==> src/rtl/alu_exec_if.sv <==
// Handshake bundle between the execute-stage ALU and its neighbours:
// an operation/operand request channel and a result/flags response channel.
interface alu_exec_if #(
  parameter int WIDTH = 32
);
  logic             in_valid;
  logic             in_ready;
  logic [3:0]       aluctl;
  logic [WIDTH-1:0] a;
  logic [WIDTH-1:0] b;
  logic             out_valid;
  logic             out_ready;
  logic [WIDTH-1:0] result;
  logic             zero;
  logic             overflow;

  modport master (
    output in_valid, aluctl, a, b, out_ready,
    input  in_ready, out_valid, result, zero, overflow
  );

  modport slave (
    input  in_valid, aluctl, a, b, out_ready,
    output in_ready, out_valid, result, zero, overflow
  );
endinterface

==> src/rtl/alu_exec.sv <==
// Execute-stage ALU: single-cycle logic/add/sub/slt, iterative shift-add MUL,
// registered result with zero/overflow flags over a valid/ready handshake.
module alu_exec #(
  parameter int WIDTH = 32
) (
  input  logic       clk,
  input  logic       rst,
  alu_exec_if.slave  bus
);

  localparam int CW = $clog2(WIDTH + 1);
  localparam logic [CW-1:0] CNT_INIT = CW'(WIDTH);
  localparam logic [CW-1:0] CNT_ONE  = CW'(1);

  localparam logic [3:0] OP_AND = 4'd0;
  localparam logic [3:0] OP_OR  = 4'd1;
  localparam logic [3:0] OP_ADD = 4'd2;
  localparam logic [3:0] OP_MUL = 4'd3;
  localparam logic [3:0] OP_SUB = 4'd6;
  localparam logic [3:0] OP_SLT = 4'd7;
  localparam logic [3:0] OP_NOR = 4'd12;
  localparam logic [3:0] OP_XOR = 4'd13;

  typedef enum logic [1:0] {
    IDLE = 2'd0,
    MUL  = 2'd1,
    DONE = 2'd2
  } state_e;

  // Returns {overflow, result} for every single-cycle opcode.
  function automatic logic [WIDTH:0] alu_op(input logic [3:0]       ctl,
                                            input logic [WIDTH-1:0] x,
                                            input logic [WIDTH-1:0] y);
    logic [WIDTH-1:0] r;
    logic             o;
    r = '0;
    o = 1'b0;
    case (ctl)
      OP_AND: r = x & y;
      OP_OR:  r = x | y;
      OP_ADD: begin
        r = x + y;
        o = (x[WIDTH-1] == y[WIDTH-1]) && (r[WIDTH-1] != x[WIDTH-1]);
      end
      OP_SUB: begin
        r = x - y;
        o = (x[WIDTH-1] != y[WIDTH-1]) && (r[WIDTH-1] != x[WIDTH-1]);
      end
      OP_SLT: r = {{(WIDTH-1){1'b0}}, ($signed(x) < $signed(y))};
      OP_NOR: r = ~(x | y);
      OP_XOR: r = x ^ y;
      default: begin
        r = '0;
        o = 1'b0;
      end
    endcase
    return {o, r};
  endfunction

  state_e           state_q, state_d;
  logic [WIDTH-1:0] result_q, result_d;
  logic             zero_q, zero_d;
  logic             ovf_q, ovf_d;
  logic             out_valid_q, out_valid_d;
  logic [WIDTH-1:0] mcand_q, mcand_d;
  logic [WIDTH-1:0] mplier_q, mplier_d;
  logic [WIDTH-1:0] acc_q, acc_d;
  logic [CW-1:0]    cnt_q, cnt_d;

  logic             in_ready_s;
  logic             accept_s;
  logic [WIDTH:0]   op_res_s;
  logic [WIDTH-1:0] mul_sum_s;

  // Next-state, handshake and datapath decode.
  always_comb begin
    state_d     = state_q;
    result_d    = result_q;
    zero_d      = zero_q;
    ovf_d       = ovf_q;
    mcand_d     = mcand_q;
    mplier_d    = mplier_q;
    acc_d       = acc_q;
    cnt_d       = cnt_q;

    case (state_q)
      IDLE:    in_ready_s = 1'b1;
      MUL:     in_ready_s = 1'b0;
      DONE:    in_ready_s = bus.out_ready;
      default: in_ready_s = 1'b0;
    endcase

    accept_s  = bus.in_valid && in_ready_s;
    op_res_s  = alu_op(bus.aluctl, bus.a, bus.b);
    mul_sum_s = acc_q + (mplier_q[0] ? mcand_q : '0);

    case (state_q)
      IDLE, DONE: begin
        if (accept_s) begin
          if (bus.aluctl == OP_MUL) begin
            mcand_d  = bus.a;
            mplier_d = bus.b;
            acc_d    = '0;
            cnt_d    = CNT_INIT;
            state_d  = MUL;
          end else begin
            result_d = op_res_s[WIDTH-1:0];
            zero_d   = (op_res_s[WIDTH-1:0] == '0);
            ovf_d    = op_res_s[WIDTH];
            state_d  = DONE;
          end
        end else if (state_q == DONE && bus.out_ready) begin
          state_d = IDLE;
        end else begin
          state_d = state_q;
        end
      end
      MUL: begin
        acc_d    = mul_sum_s;
        mcand_d  = mcand_q << 1;
        mplier_d = mplier_q >> 1;
        cnt_d    = cnt_q - CNT_ONE;
        if (cnt_q == CNT_ONE) begin
          result_d = mul_sum_s;
          zero_d   = (mul_sum_s == '0);
          ovf_d    = 1'b0;
          state_d  = DONE;
        end else begin
          state_d  = MUL;
        end
      end
      default: state_d = IDLE;
    endcase

    out_valid_d = (state_d == DONE);
  end

  // State and output registers; reset abandons any multiply in flight.
  always_ff @(posedge clk) begin
    if (rst) begin
      state_q     <= IDLE;
      result_q    <= '0;
      zero_q      <= 1'b0;
      ovf_q       <= 1'b0;
      out_valid_q <= 1'b0;
      mcand_q     <= '0;
      mplier_q    <= '0;
      acc_q       <= '0;
      cnt_q       <= '0;
    end else begin
      state_q     <= state_d;
      result_q    <= result_d;
      zero_q      <= zero_d;
      ovf_q       <= ovf_d;
      out_valid_q <= out_valid_d;
      mcand_q     <= mcand_d;
      mplier_q    <= mplier_d;
      acc_q       <= acc_d;
      cnt_q       <= cnt_d;
    end
  end

  assign bus.in_ready  = in_ready_s;
  assign bus.out_valid = out_valid_q;
  assign bus.result    = result_q;
  assign bus.zero      = zero_q;
  assign bus.overflow  = ovf_q;

endmodule

==> src/flat_wrapper.sv <==
// flat-port wrapper written by rule: the top's interface ports become plain ports
module alu_exec_flat 
#(
  parameter int WIDTH = 32
)
  (clk, rst, bus_in_valid, bus_aluctl, bus_a, bus_b, bus_out_ready, bus_in_ready, bus_out_valid, bus_result, bus_zero, bus_overflow);
  alu_exec_if #(.WIDTH(WIDTH)) bus_i ();
  input  logic clk;
  input  logic rst;
  input wire logic [$bits(bus_i.in_valid)-1:0] bus_in_valid;
  input wire logic [$bits(bus_i.aluctl)-1:0] bus_aluctl;
  input wire logic [$bits(bus_i.a)-1:0] bus_a;
  input wire logic [$bits(bus_i.b)-1:0] bus_b;
  input wire logic [$bits(bus_i.out_ready)-1:0] bus_out_ready;
  output wire logic [$bits(bus_i.in_ready)-1:0] bus_in_ready;
  output wire logic [$bits(bus_i.out_valid)-1:0] bus_out_valid;
  output wire logic [$bits(bus_i.result)-1:0] bus_result;
  output wire logic [$bits(bus_i.zero)-1:0] bus_zero;
  output wire logic [$bits(bus_i.overflow)-1:0] bus_overflow;
  assign bus_i.in_valid = bus_in_valid;
  assign bus_i.aluctl = bus_aluctl;
  assign bus_i.a = bus_a;
  assign bus_i.b = bus_b;
  assign bus_i.out_ready = bus_out_ready;
  assign bus_in_ready = bus_i.in_ready;
  assign bus_out_valid = bus_i.out_valid;
  assign bus_result = bus_i.result;
  assign bus_zero = bus_i.zero;
  assign bus_overflow = bus_i.overflow;
  alu_exec #(.WIDTH(WIDTH)) u_core (.clk(clk), .rst(rst), .bus(bus_i));
endmodule
==> config.mk <==
export PLATFORM = sky130hd
export DESIGN_NAME = alu_exec_flat
export DESIGN_NICKNAME = d
export VERILOG_FILES = /design/src/rtl/alu_exec_if.sv /design/src/rtl/alu_exec.sv /design/src/flat_wrapper.sv
export SDC_FILE = /design/constraint.sdc
export NUM_CORES = 1
export LEC_CHECK = 0
export CELL_PAD_IN_SITES_DETAIL_PLACEMENT = 1
export CELL_PAD_IN_SITES_GLOBAL_PLACEMENT = 2
export CORE_ASPECT_RATIO = 0.5
export CORE_MARGIN = 3
export CORE_UTILIZATION = 34
export DETAILED_ROUTE_END_ITERATION = 6
export PLACE_DENSITY = 0.84
export SKIP_CTS_REPAIR_TIMING = 1
export SYNTH_ARGS = -nofsm -noshare
export SYNTH_HDL_FRONTEND = slang
export SYNTH_SLANG_ARGS = --single-unit
==> constraint.sdc <==
create_clock -name clk -period 5 [get_ports clk]
set_input_delay 1 -clock clk [delete_from_list [all_inputs] [get_ports clk]]
set_output_delay 1 -clock clk [all_outputs]
set_load 0.02 [all_outputs]
Yosys cells after proc, flatten, opt, wreduce, memory -nomap -nowiden
Index checks and enable logic that the tools add are counted.

storage, ports and cells
  register bits after elaboration = 139
  input port bits = 72
  output and inout bits = 36
  logic and storage cells = 82

cells by class
  add/sub/neg operators = 4
  magnitude comparators = 1
  equality and inequality tests = 19
  mux-type cells = 33
  bitwise logic cells = 4
  reductions and logical operators = 12

operators by type and width
  kind                                                                   count
  32-bit two-way mux                                                     10
  32-bit case mux with 2 select lines                                    4
  32-bit case mux with 7 select lines                                    1
  32-bit adder                                                           2
  32-bit logical NOT                                                     2
  32-bit bitwise AND                                                     1
  32-bit < comparator                                                    1
  32-bit inverter                                                        1
  32-bit OR                                                              1
  32-bit subtractor                                                      1
  32-bit bitwise XOR                                                     1
  6-bit two-way mux                                                      2
  6-bit case mux with 2 select lines                                     1
  4-bit by 2-bit equality test with 1-bit output, second input constant  2
  4-bit by 3-bit equality test with 1-bit output, second input constant  2
  4-bit equality test, second input constant                             2
  2-bit two-way mux                                                      4
  1-bit case mux with 2 select lines                                     4
  6-bit by 1-bit equality test with 1-bit output, second input constant  1
  1-bit two-way mux                                                      6
  2-bit by 1-bit != test with 1-bit output, second input constant        3
  6-bit by 1-bit subtractor with 6-bit output, second input constant     1
  2-bit equality test, second input constant                             2
  4-bit by 1-bit equality test with 1-bit output, second input constant  1
  other kinds (12)                                                       17

Logic depth before layout (Yosys ltp)
  depth after elaboration = 7
  depth in mapped cells = 15
  gate-level depth less buffers = 15

Worst setup path after synthesis
Ideal clock, no wire load.

  path kind = input -> register
  start = input bus_a[0]
  end = register u_core.zero_q (netlist: u_core.bus.zero)
  library setup time = 69 ps
  data arrival time = 4365 ps
  data required time = 4931 ps
  setup slack = 566 ps
  cell stages on the path = 15
  path buffers = 0
  cells stage by stage = inv_1 > ha_1 > inv_1 > fa_1 > nor2b_1 > o311ai_1 > a21o_1 > nand3b_1 > a21o_1 > a221oi_2 > a21oi_1 > or4_1 > or4_1 > or4_1 > o21ai_1

on the way
  cells in the longest elaborated chain, start to end = 7
  elaborated cells between the ends (all ways) = 12
  classes of those cells = 2 x add/sub; 1 x order compare; 4 x mux; 4 x bitwise; 1 x reduce/logical

RTL lines
  element                                                    RTL line            RTL
  start: declaration                                         flat_wrapper.sv:12  input wire logic [$bits(bus_i.a)-1:0] bus_a;
  branches (longest 2 deep; another with 32-bit subtractor)  -
  32-bit case mux with 7 select lines (*)                    alu_exec.sv:38      case (ctl)
  32-bit logical NOT (*)                                     alu_exec.sv:108     zero_d = (op_res_s[WIDTH-1:0] == '0);
  1-bit two-way mux (*)                                      alu_exec.sv:100     if (bus.aluctl == OP_MUL) begin
  1-bit two-way mux (*)                                      alu_exec.sv:99      if (accept_s) begin
  1-bit case mux with 2 select lines (*)                     alu_exec.sv:97      case (state_q)
  end signal: assignment                                     alu_exec.sv:153     zero_q <= zero_d;
  end: declaration                                           alu_exec.sv:62      logic zero_q, zero_d;

Every way passes the cells marked *. The select of a mux whose other input is x is not followed.
A chain may end at the register's enable or synchronous reset.

Final worst setup path
Same ends and word-level chain as after synthesis.

==> flow_summary.ini <==
[die]
die_h_um = 147
dieArea_mm2 = 0.0422
start_util = 0.352
core_mm2 = 0.0382
die_w_um = 287
row_count = 50
ioPinCount = 108

[worst_hold_path]
min_path_cells = 2
hold_start = u_core.bus.result[8]
holdPathEnd = u_core.bus.result[8]
min_path_type = register to register

[yosys]
synth_top_cell_by_area = dfxtp_1
yosysSeqAreaShare = 0.207
synth_flop_cell = dfxtp_1
ys_top_cells_by_area = dfxtp_1 (21%), ha_1 (12%), nand2_1 (7.9%), a21oi_1 (5.9%), nor2_1 (5.5%)
synthesis.instances = 1906
synth_area_mm2 = 0.0135
synth_edf_count = 0
synthArstFlopShare = 0
yosysUniqueCellTypes = 89
syn_avg_cell_area_um2 = 7.06
synth_nets = 2113
synth_seq_cells = 139
yosysWarnings = 0
synth_top_cell_area_share = 0.207

[cells_and_area]
nNetsFinal = 2389
drive_above_1_share = 0.161
area_growth_pct = 30.1
antenna_cells = 0
fin_cells = 2715

[worst_setup_path]
cp-start-kind = primary input
crit_required_ns = 5.39
crit_arrival_ns = 5.23
path_class = primary input to register
r2r_start = u_core.mplier_q[0]
rrSetupSlack_ns = 0.44
ff2ff_path_depth = 14
crit_fanout = 3
endpoint_kind = register
reg2reg_to = u_core.bus.zero

[sta]
min_period_ns = 4.85
slew_viol_final = 0
setup_tns_ns = 0
fin_ws_ns = 0.155
max_slew_margin = 0.262
timing.final.crit_share = 0.969
hold_viol = 0
setup_viol = 0
fmax_mhz = 206
fin_worst_skew_ns = 0.0189
worst_pin_slew_ns = 1.10

[global_route]
grt_pass1_wl_um = 95400
antenna_found_initial = 3
overflow = 0
first_global_vias = 15800
grt_max_degree = 89
groute.usage.overall = 0.294

[clock_tree]
clk_latency_ns = 0.47
numCtsBuffers = 17
cts_sinks = 139
tritoncts = done
clkTransAtPathRegs_ns = 0.07
cts_max_level = 4
clock-root-buffer = clkbuf_16
clock_tree.buffer_depth = 2

[pwr]
power.net_switching_w = 0.00143
power_frac_comb = 0.335
internal_power_w = 0.00246
clockPowerShare = 0.364
static-leakage-power_nw = 7.50
peakVddDrop_mv = 0.337
share_seq_of_total_power = 0.301
switching_share = 0.367
p_per_area_mw_per_mm2 = 222

[place]
dp_slack_ns = -0.390
dp_hpwl_um = 49200
portBuffers = 107
dpl.cell_count = 2682
gp_congestion = 0.987

[drt]
viasPerCell = 5.86
drt-total-wl_um = 63000
via_count = 15900
first_pass_iters = 6
drcViolationCount = 0
ant_nets = 0
drt_iter0_drc = 1378
avgRoutedWirePerCell_um = 23.2

[job]
maxCapViolations = 0

[outcome]
run_status = complete, no violations
-- placed cells by master, fill, tap and decap left out, types with 16 or more instances in the layout --
cell	n
nand2_1	285
or3_1	18
o22ai_1	21
a21o_1	19
nor2_1	197
nand3_1	34
clkbuf_16	17
o21a_1	21
a211oi_1	26
o21ai_0	78
ha_1	132
dfxtp_1	139
nor2b_1	20
inv_1	113
nor3_1	41
a22oi_1	24
and2_1	46
o211ai_1	22
clkdlybuf4s50_1	106
a21oi_1	159
xnor2_1	20
nor4_1	17
buf_4	268
nand4_1	16
a311oi_1	77
-- per-stage QoR --
stage	area [um2]	total power (W)	util	hold WS [ns]
after floorplan	13500	0.00180	-	0.436
after global placement	16800	0.00244	0.441	0.439
after detailed placement	16800	0.00246	0.441	0.447
after CTS	17400	0.00386	0.456	0.456
after global routing	17500	0.00406	0.458	0.476
final	17500	0.00389	0.458	0.452
-- area by class of cell --
cell class	instances	area (um2)
clock buffer	18	439
clock inverter	14	159
fill	4789	20700
inverter	113	424
multi-input combinational	1531	9860
sequential	139	2780
tap	520	651
timing repair buffer	380	3190
-- state kept, by name, summed over array words and instances, names as in the netlist --
signal                count
u_core.acc_q             32
u_core.bus.result        32
u_core.mcand_q           32
u_core.mplier_q          32
u_core.cnt_q              6
u_core.state_q            2
u_core.bus.out_valid      1
u_core.bus.overflow       1
u_core.bus.zero           1
-- per-layer routing --
layer / track usage / wire length, um / vias to the layer above
li1: - / - / 7477
met2: 0.438 / 26600 / 434
met1: 0.420 / 30300 / 7910
met5: 0.0227 / 160 / -
met4: 0.0645 / 1030 / 6
met3: 0.0761 / 4900 / 76
-- worst max-delay path by stage --
stage                        start         endpoint  slack (ns)  cells past startpoint
after floorplan           bus_a[0]  u_core.bus.zero        0.57                     15
after global placement    bus_b[9]  u_core.bus.zero       -0.28                     14
after detailed placement  bus_a[0]  u_core.bus.zero       -0.39                     16
after CTS                 bus_a[0]  u_core.bus.zero        0.06                     16
after global routing      bus_a[0]  u_core.bus.zero       -0.01                     16
final                     bus_a[0]  u_core.bus.zero        0.15                     16
-- cells by family after synthesis --
group / share of synthesized area
XOR/XNOR: 0.0163
AO/OA/AOI/OAI: 0.315
adder cells (fa/ha/maj): 0.127
flip-flops: 0.207
multiplexers: 0.00762
buffers and inverters: 0.0684
AND/OR/NAND/NOR: 0.259
-- power groups by stage --
stage               Sequential, W  Clock [W]  Combinational (W)
floorplan                 0.00121          0           0.000584
finish                    0.00117    0.00142            0.00130
global placement          0.00119          0            0.00124
CTS                       0.00117    0.00143            0.00127
detailed placement        0.00120          0            0.00126
global route              0.00117    0.00148            0.00140
-- critical path, stage by stage --
cell and delay (ns):
clkdlybuf4s50_1 0.48, inv_1 0.12, ha_1 0.17, inv_1 0.05, fa_1 0.39, nor2b_2 0.20, o311ai_4 0.31, a21o_1 0.20
nand3b_1 0.13, a21o_1 0.23, a221oi_2 0.24, a21oi_1 0.10, or4_1 0.54, or4_1 0.47, or4_1 0.47, o21ai_1 0.13
-- Yosys cell counts (all sizes together) (15+ instances only) --
library cell	count
a221oi	15
a21oi	160
o21ai	84
o31ai	16
xnor2	20
clkbuf	101
nand3	35
nand2	285
and2	46
buf	22
o22ai	21
inv	113
nor2	200
o21a	21
a211oi	27
ha	132
or3	18
nor3	45
nor2b	23
o211ai	22
dfxtp	139
a22oi	25
nand4	16
nor4	18
a311oi	78
a21o	19
No activity file was read; power rests on OpenSTA's default activity.
